`src/rtl/udp_order_parser_if.sv`:
```
// Receive byte stream from the UDP MAC. There is no tready because the parser
// always accepts.
interface udp_order_parser_if;
  logic [7:0] rx_axis_tdata;
  logic       rx_axis_tvalid;
  logic       rx_axis_tlast;

  modport master (output rx_axis_tdata, output rx_axis_tvalid, output rx_axis_tlast);
  modport slave  (input  rx_axis_tdata, input  rx_axis_tvalid, input  rx_axis_tlast);
endinterface

```
`src/rtl/udp_order_parser.sv`:
```
// Strips the Ethernet/IPv4/UDP header, decodes the opcode, and turns big-endian
// order words into engine FIFO writes. Dump frames raise a one-cycle request.
//   state  | meaning
//   S_HDR  | skipping header bytes, optional IP/port filter
//   S_OP   | collecting the 3-byte opcode
//   S_PAY  | assembling 32-bit order words
//   S_DUMP | dump frame, waiting for tlast
//   S_DROP | rejected frame, waiting for tlast
module udp_order_parser #(
  parameter int          HDR_BYTES = 42,
  parameter bit          FILTER_EN = 1'b0,
  parameter logic [31:0] DEST_IP   = 32'hC0A80132,
  parameter logic [15:0] SRC_PORT  = 16'd55555,
  parameter logic [23:0] OP_MARKET = 24'hFED000,
  parameter logic [23:0] OP_DUMP   = 24'hF0E0D0
) (
  input  logic                clk_udp,
  input  logic                rst_udp,
  udp_order_parser_if.slave   rx,
  output logic [31:0]         o_order_data,
  output logic                o_order_valid,
  input  logic                i_fifo_full,
  output logic                o_dump_req,
  output logic                o_frame_ok,
  output logic [15:0]         o_frame_cnt,
  output logic [15:0]         o_drop_cnt,
  output logic [15:0]         o_ovf_cnt
);

  typedef enum logic [2:0] {S_HDR, S_OP, S_PAY, S_DUMP, S_DROP} state_t;

  localparam logic [5:0] HDR_LAST = 6'(HDR_BYTES - 1);

  state_t      state, state_nxt;
  logic [5:0]  byte_cnt;
  logic        bad;
  logic [1:0]  lane;
  logic [15:0] op_sr;
  logic [23:0] asm_sr;

  logic        beat;
  logic        hdr_chk, hdr_mis;
  logic [7:0]  hdr_exp;
  logic        word_done, end_ok, end_dump, end_drop;

  assign beat = rx.rx_axis_tvalid;

  // Header bytes 30..35 carry destination IP and UDP source port.
  always_comb begin
    hdr_chk = 1'b0;
    hdr_exp = 8'h00;
    case (byte_cnt)
      6'd30: begin hdr_chk = 1'b1; hdr_exp = DEST_IP[31:24]; end
      6'd31: begin hdr_chk = 1'b1; hdr_exp = DEST_IP[23:16]; end
      6'd32: begin hdr_chk = 1'b1; hdr_exp = DEST_IP[15:8];  end
      6'd33: begin hdr_chk = 1'b1; hdr_exp = DEST_IP[7:0];   end
      6'd34: begin hdr_chk = 1'b1; hdr_exp = SRC_PORT[15:8]; end
      6'd35: begin hdr_chk = 1'b1; hdr_exp = SRC_PORT[7:0];  end
      default: ;
    endcase
    hdr_mis = FILTER_EN && hdr_chk && (rx.rx_axis_tdata != hdr_exp);
  end

  always_comb begin
    state_nxt = state;
    word_done = 1'b0;
    end_ok    = 1'b0;
    end_dump  = 1'b0;
    end_drop  = 1'b0;
    if (beat) begin
      case (state)
        S_HDR:
          if (byte_cnt == HDR_LAST) state_nxt = (bad || hdr_mis) ? S_DROP : S_OP;
        S_OP:
          if (lane == 2'd2) begin
            if ({op_sr, rx.rx_axis_tdata} == OP_MARKET)    state_nxt = S_PAY;
            else if ({op_sr, rx.rx_axis_tdata} == OP_DUMP) state_nxt = S_DUMP;
            else                                           state_nxt = S_DROP;
          end
        S_PAY:   word_done = (lane == 2'd3);
        default: ;
      endcase
      if (rx.rx_axis_tlast) begin
        state_nxt = S_HDR;
        case (state)
          S_PAY:   end_ok = 1'b1;
          S_DUMP:  begin end_ok = 1'b1; end_dump = 1'b1; end
          default: end_drop = 1'b1;
        endcase
      end
    end
  end

  always_ff @(posedge clk_udp or posedge rst_udp) begin
    if (rst_udp) begin
      state         <= S_HDR;
      byte_cnt      <= '0;
      bad           <= 1'b0;
      lane          <= '0;
      op_sr         <= '0;
      asm_sr        <= '0;
      o_order_data  <= '0;
      o_order_valid <= 1'b0;
      o_dump_req    <= 1'b0;
      o_frame_ok    <= 1'b0;
      o_frame_cnt   <= '0;
      o_drop_cnt    <= '0;
      o_ovf_cnt     <= '0;
    end else begin
      state         <= state_nxt;
      o_order_valid <= word_done && !i_fifo_full;
      o_dump_req    <= end_dump;
      o_frame_ok    <= end_ok;
      if (beat) begin
        case (state)
          S_HDR: begin
            byte_cnt <= byte_cnt + 6'd1;
            if (hdr_mis) bad <= 1'b1;
          end
          S_OP: begin
            op_sr <= {op_sr[7:0], rx.rx_axis_tdata};
            lane  <= (lane == 2'd2) ? 2'd0 : lane + 2'd1;
          end
          S_PAY: begin
            asm_sr <= {asm_sr[15:0], rx.rx_axis_tdata};
            lane   <= lane + 2'd1;
          end
          default: ;
        endcase
        if (rx.rx_axis_tlast) begin
          byte_cnt <= '0;
          bad      <= 1'b0;
          lane     <= '0;
        end
      end
      if (word_done) begin
        if (!i_fifo_full) o_order_data <= {asm_sr, rx.rx_axis_tdata};
        else              o_ovf_cnt    <= o_ovf_cnt + 16'd1;
      end
      if (end_ok)   o_frame_cnt <= o_frame_cnt + 16'd1;
      if (end_drop) o_drop_cnt  <= o_drop_cnt + 16'd1;
    end
  end

endmodule

```
`src/flat_wrapper.sv`:
```
// flat-port wrapper written by rule: the top's interface ports become plain ports
module udp_order_parser_flat 
#(
  parameter int          HDR_BYTES = 42,
  parameter bit          FILTER_EN = 1'b0,
  parameter logic [31:0] DEST_IP   = 32'hC0A80132,
  parameter logic [15:0] SRC_PORT  = 16'd55555,
  parameter logic [23:0] OP_MARKET = 24'hFED000,
  parameter logic [23:0] OP_DUMP   = 24'hF0E0D0
)
  (clk_udp, rst_udp, o_order_data, o_order_valid, i_fifo_full, o_dump_req, o_frame_ok, o_frame_cnt, o_drop_cnt, o_ovf_cnt, rx_rx_axis_tdata, rx_rx_axis_tvalid, rx_rx_axis_tlast);
  udp_order_parser_if rx_i ();
  input  logic clk_udp;
  input  logic rst_udp;
  output logic [31:0] o_order_data;
  output logic o_order_valid;
  input  logic i_fifo_full;
  output logic o_dump_req;
  output logic o_frame_ok;
  output logic [15:0] o_frame_cnt;
  output logic [15:0] o_drop_cnt;
  output logic [15:0] o_ovf_cnt;
  input wire logic [$bits(rx_i.rx_axis_tdata)-1:0] rx_rx_axis_tdata;
  input wire logic [$bits(rx_i.rx_axis_tvalid)-1:0] rx_rx_axis_tvalid;
  input wire logic [$bits(rx_i.rx_axis_tlast)-1:0] rx_rx_axis_tlast;
  assign rx_i.rx_axis_tdata = rx_rx_axis_tdata;
  assign rx_i.rx_axis_tvalid = rx_rx_axis_tvalid;
  assign rx_i.rx_axis_tlast = rx_rx_axis_tlast;
  udp_order_parser #(.HDR_BYTES(HDR_BYTES), .FILTER_EN(FILTER_EN), .DEST_IP(DEST_IP), .SRC_PORT(SRC_PORT), .OP_MARKET(OP_MARKET), .OP_DUMP(OP_DUMP)) u_core (.clk_udp(clk_udp), .rst_udp(rst_udp), .rx(rx_i), .o_order_data(o_order_data), .o_order_valid(o_order_valid), .i_fifo_full(i_fifo_full), .o_dump_req(o_dump_req), .o_frame_ok(o_frame_ok), .o_frame_cnt(o_frame_cnt), .o_drop_cnt(o_drop_cnt), .o_ovf_cnt(o_ovf_cnt));
endmodule
```
`config.mk`:
```
export PLATFORM = sky130hd
export DESIGN_NAME = udp_order_parser_flat
export DESIGN_NICKNAME = d
export VERILOG_FILES = /design/src/rtl/udp_order_parser_if.sv /design/src/rtl/udp_order_parser.sv /design/src/flat_wrapper.sv
export SDC_FILE = /design/constraint.sdc
export NUM_CORES = 1
export LEC_CHECK = 0
export ABC_AREA = 1
export CAP_MARGIN = 25
export CORE_MARGIN = 1
export CORE_UTILIZATION = 54
export DETAILED_ROUTE_END_ITERATION = 16
export GPL_ROUTABILITY_DRIVEN = 0
export PLACE_DENSITY = 0.77
export SYNTH_ARGS = -nofsm -noshare
export SYNTH_HDL_FRONTEND = slang
export SYNTH_SLANG_ARGS = --single-unit
```
`constraint.sdc`:
```
create_clock -name clk_udp -period 6.21 [get_ports clk_udp]
set_clock_uncertainty 0.15 [all_clocks]
set_input_delay 0.9315 -clock clk_udp [delete_from_list [all_inputs] [get_ports clk_udp]]
set_output_delay 0.9315 -clock clk_udp [all_outputs]
set_load 0.05 [all_outputs]
```
==> impl_metrics.env <==
export IMPL_boundaryPins=96
export IMPL_synthDominantCellAreaShare_pct=54.5
export IMPL_arrival_ps=3760
export IMPL_finalHoldViolCount=0
export IMPL_post_cts_buffers=0
export IMPL_clkLatencyLatePin_ps=410
export IMPL_setup_tns_ps=0
export IMPL_start_util_pct=56.1
export IMPL_yosysTopAreaCell="dfrtp_1"
export IMPL_slowest_stage="nand3_2"
export IMPL_clkTransAtPathRegs_ps=50
export IMPL_fmax_mhz=280
export IMPL_end_kind="register"
export IMPL_hpwlAfterDp_mm=8.90
export IMPL_vias=4930
export IMPL_crit_top_cell="nand2_1"
export IMPL_r2r_setup_slack_ps=3180
export IMPL_hold_buffers=0
export IMPL_tritoncts="done"
export IMPL_syn_area_sq_um=6160
export IMPL_maxSlewViolCount=0
export IMPL_finalWirelength_mm=12.7
export IMPL_antenna_cells=0
export IMPL_fin_util_pct=70.9
export IMPL_status="finished, final reports clean"
export IMPL_worstSetupStartpointType="primary input"
export IMPL_rows=38
export IMPL_p_leak_nw=3.55
export IMPL_path_max_fanout=57
export IMPL_clk_path_buf_depth=2
export IMPL_cts_sinks=134
export IMPL_core_area_sq_um=11000
export IMPL_die_w_microns=109
export IMPL_crit_buf_inv=2
export IMPL_yosys_cell_types_count=32
export IMPL_drcViolationCount=0
export IMPL_r2r_end="u_core.o_order_data[29]"
export IMPL_whs_endpoint="u_core.o_order_data[24]"
export IMPL_cts_resized=0
export IMPL_numPortBuffers=95
export IMPL_track_usage_pct=23.6
export IMPL_first_pass_iters=4
export IMPL_die_area_sq_um=11800
export IMPL_pwr_density_cell_nw_per_um2=304
export IMPL_wl_per_cell_microns=13.1
export IMPL_syn_avg_cell_area_sq_um=8.55
export IMPL_synth_seq_cells=134
export IMPL_cp_top_family="simple AND/OR/NAND/NOR gates"
export IMPL_worst_endpoint_required_ps=6400
export IMPL_final_setup_viol_count=0
export IMPL_post_route_period_util_pct=57.5
export IMPL_drive_gt1_share_pct=6.99
export IMPL_grt_pass1_wl_mm=21.6
export IMPL_syn_inst=720
export IMPL_slowest_delay_ps=690
export IMPL_whs_path_depth=2
export IMPL_period_minus_slack_ps=3570
export IMPL_vias_per_cell=5.08
export IMPL_antenna_found_initial=0
export IMPL_reg2reg_depth=7
export IMPL_htree_levels=4
export IMPL_drtIter0Drc=346
export IMPL_ir_drop_v=0.000352
export IMPL_clock_root_buffer="clkbuf_16"
export IMPL_grt_pass1_vias=4730
export IMPL_area_growth_pct=26.5
export IMPL_hold_start="u_core.o_order_data[24]"
export IMPL_hp_class="reg2reg"
export IMPL_die_h_microns=109
export IMPL_worst_pin_slew_ps=1010
export IMPL_ant_nets=0
export IMPL_numCtsBuffers=17
export IMPL_yosysWarnings=0
export IMPL_synth_nets=738
export IMPL_grt_max_degree=79
export IMPL_seq_area_frac_synth_pct=54.5
export IMPL_synthTopCellsByArea="dfrtp_1, nand2_1, inv_1, o21ai_0, nor2_1"
export IMPL_r2r_start="u_core.state[0]"
export IMPL_grt_ovfl_total=0
export IMPL_crit_type="in2reg"
export IMPL_crit_chain="clkdlybuf4s50_1, nand3_2, nor2_4, nand2_2, inv_2, nand2_1, nand2_1"
export IMPL_maxCapViolations=0
export IMPL_nets=836
export IMPL_relSlewSlack_pct=32.5
export IMPL_rsz0062_at_grt="no"
==> cell type report <==
cell class / instances / area, sq um
clock inverters: 9 / 128
clock buffers: 22 / 454
inverters: 83 / 319
flip-flops and latches: 134 / 3350
fillers: 866 / 3200
well taps: 140 / 175
multi-input cells: 485 / 2370
repair buffers: 97 / 986
==> power by group <==
group	internal, W	switching, W	total [W]
clock network	0.000637	0.000349	0.000985
registers	0.000960	0.0000829	0.00104
logic	0.000121	0.000217	0.000338
==> cells by family after synthesis <==
kind of cell | Yosys count | share of synthesized area, %
AND/OR/NAND/NOR | 364 | 25.4
flip-flops | 134 | 54.5
buffers and inverters | 101 | 7.07
AO/OA/AOI/OAI | 80 | 6.79
XOR/XNOR | 33 | 4.69
adder cells (fa/ha/maj) | 5 | 1.02
multiplexers | 3 | 0.549
==> worst max path at each step <==
stage / end / startpoint / depth (start not counted) / slack, ps
after floorplan: u_core.asm_sr[0] / rst_udp / 1 / 1550
after global placement: u_core.o_order_data[29] / rx_rx_axis_tvalid / 7 / 2410
after detailed placement: u_core.o_order_data[29] / rx_rx_axis_tvalid / 7 / 2240
after CTS: u_core.o_order_data[29] / rx_rx_axis_tvalid / 7 / 2620
after global routing: u_core.o_order_data[27] / rx_rx_axis_tvalid / 7 / 2300
final: u_core.o_order_data[29] / rx_rx_axis_tvalid / 7 / 2640
==> per-layer routing <==
metal | vias up | GRT usage [%] | wire (microns)
met3 | 7 | 6.16 | 447
met5 | - | 0 | 0
li1 | 2469 | - | -
met2 | 95 | 37.9 | 6240
met1 | 2359 | 31.5 | 5950
met4 | 0 | 7.34 | 110
==> registers in the layout, indices dropped and copies added (netlist names) <==
signal	cells
u_core.asm_sr	24
u_core.byte_cnt	6
u_core.lane	2
u_core.o_drop_cnt	16
u_core.o_dump_req	1
u_core.o_frame_cnt	16
u_core.o_frame_ok	1
u_core.o_order_data	32
u_core.o_order_valid	1
u_core.o_ovf_cnt	16
u_core.op_sr	16
u_core.state	3
==> layout by cell type (no fill, tap or decap), drive strengths merged <==
cell type and count:
a21boi 1, a21oi 6, and2 2, buf 2, bufinv 3, clkbuf 22, clkdlybuf4s50 95, clkinv 4
clkinvlp 3, dfrtp 134, ha 5, inv 82, mux2 3, nand2 232, nand3 36, nand3b 1
nand4 17, nor2 58, nor3 17, nor3b 1, o21ai 73, xnor2 13, xor2 20
==> worst reg2reg max path: stages (launching register included) <==
cell     delay, ps
dfrtp_1        430
nor2_4         170
nand3_2        660
nor2_4         390
nand2_2        610
inv_2          380
nand2_1        100
nand2_1         70
==> cells in the mapped netlist <==
cell and n:
a21boi_0 1, a21oi_1 6, and2_1 2, buf_2 5, buf_4 2, buf_6 5, clkbuf_1 6, clkinv_4 1
dfrtp_1 134, ha_1 5, inv_1 78, inv_2 4, mux2_2 3, nand2_1 229, nand2_2 2, nand2_4 1
nand3_1 33, nand3_2 2, nand3_4 1, nand3b_1 1, nand4_1 17, nor2_1 51, nor2_2 4, nor2_4 3
nor3_1 16, nor3_2 1, nor3b_2 1, o21ai_0 53, o21ai_1 16, o21ai_2 4, xnor2_1 13, xor2_1 20
==> through the flow <==
stage	instances	hold slack, ps	instance area, sq um	total power (W)	setup WS, ps
6_report	970	331	7790	0.00237	2640
5_1_grt	970	344	7790	0.00248	2300
4_1_cts	970	337	7790	0.00239	2620
3_5_place_dp	939	323	7200	0.00140	2240
3_3_place_gp	938	315	7180	0.00137	2410
2_1_floorplan	720	292	6160	0.00129	1550
Note: power is estimated with default switching activity, not from simulation.
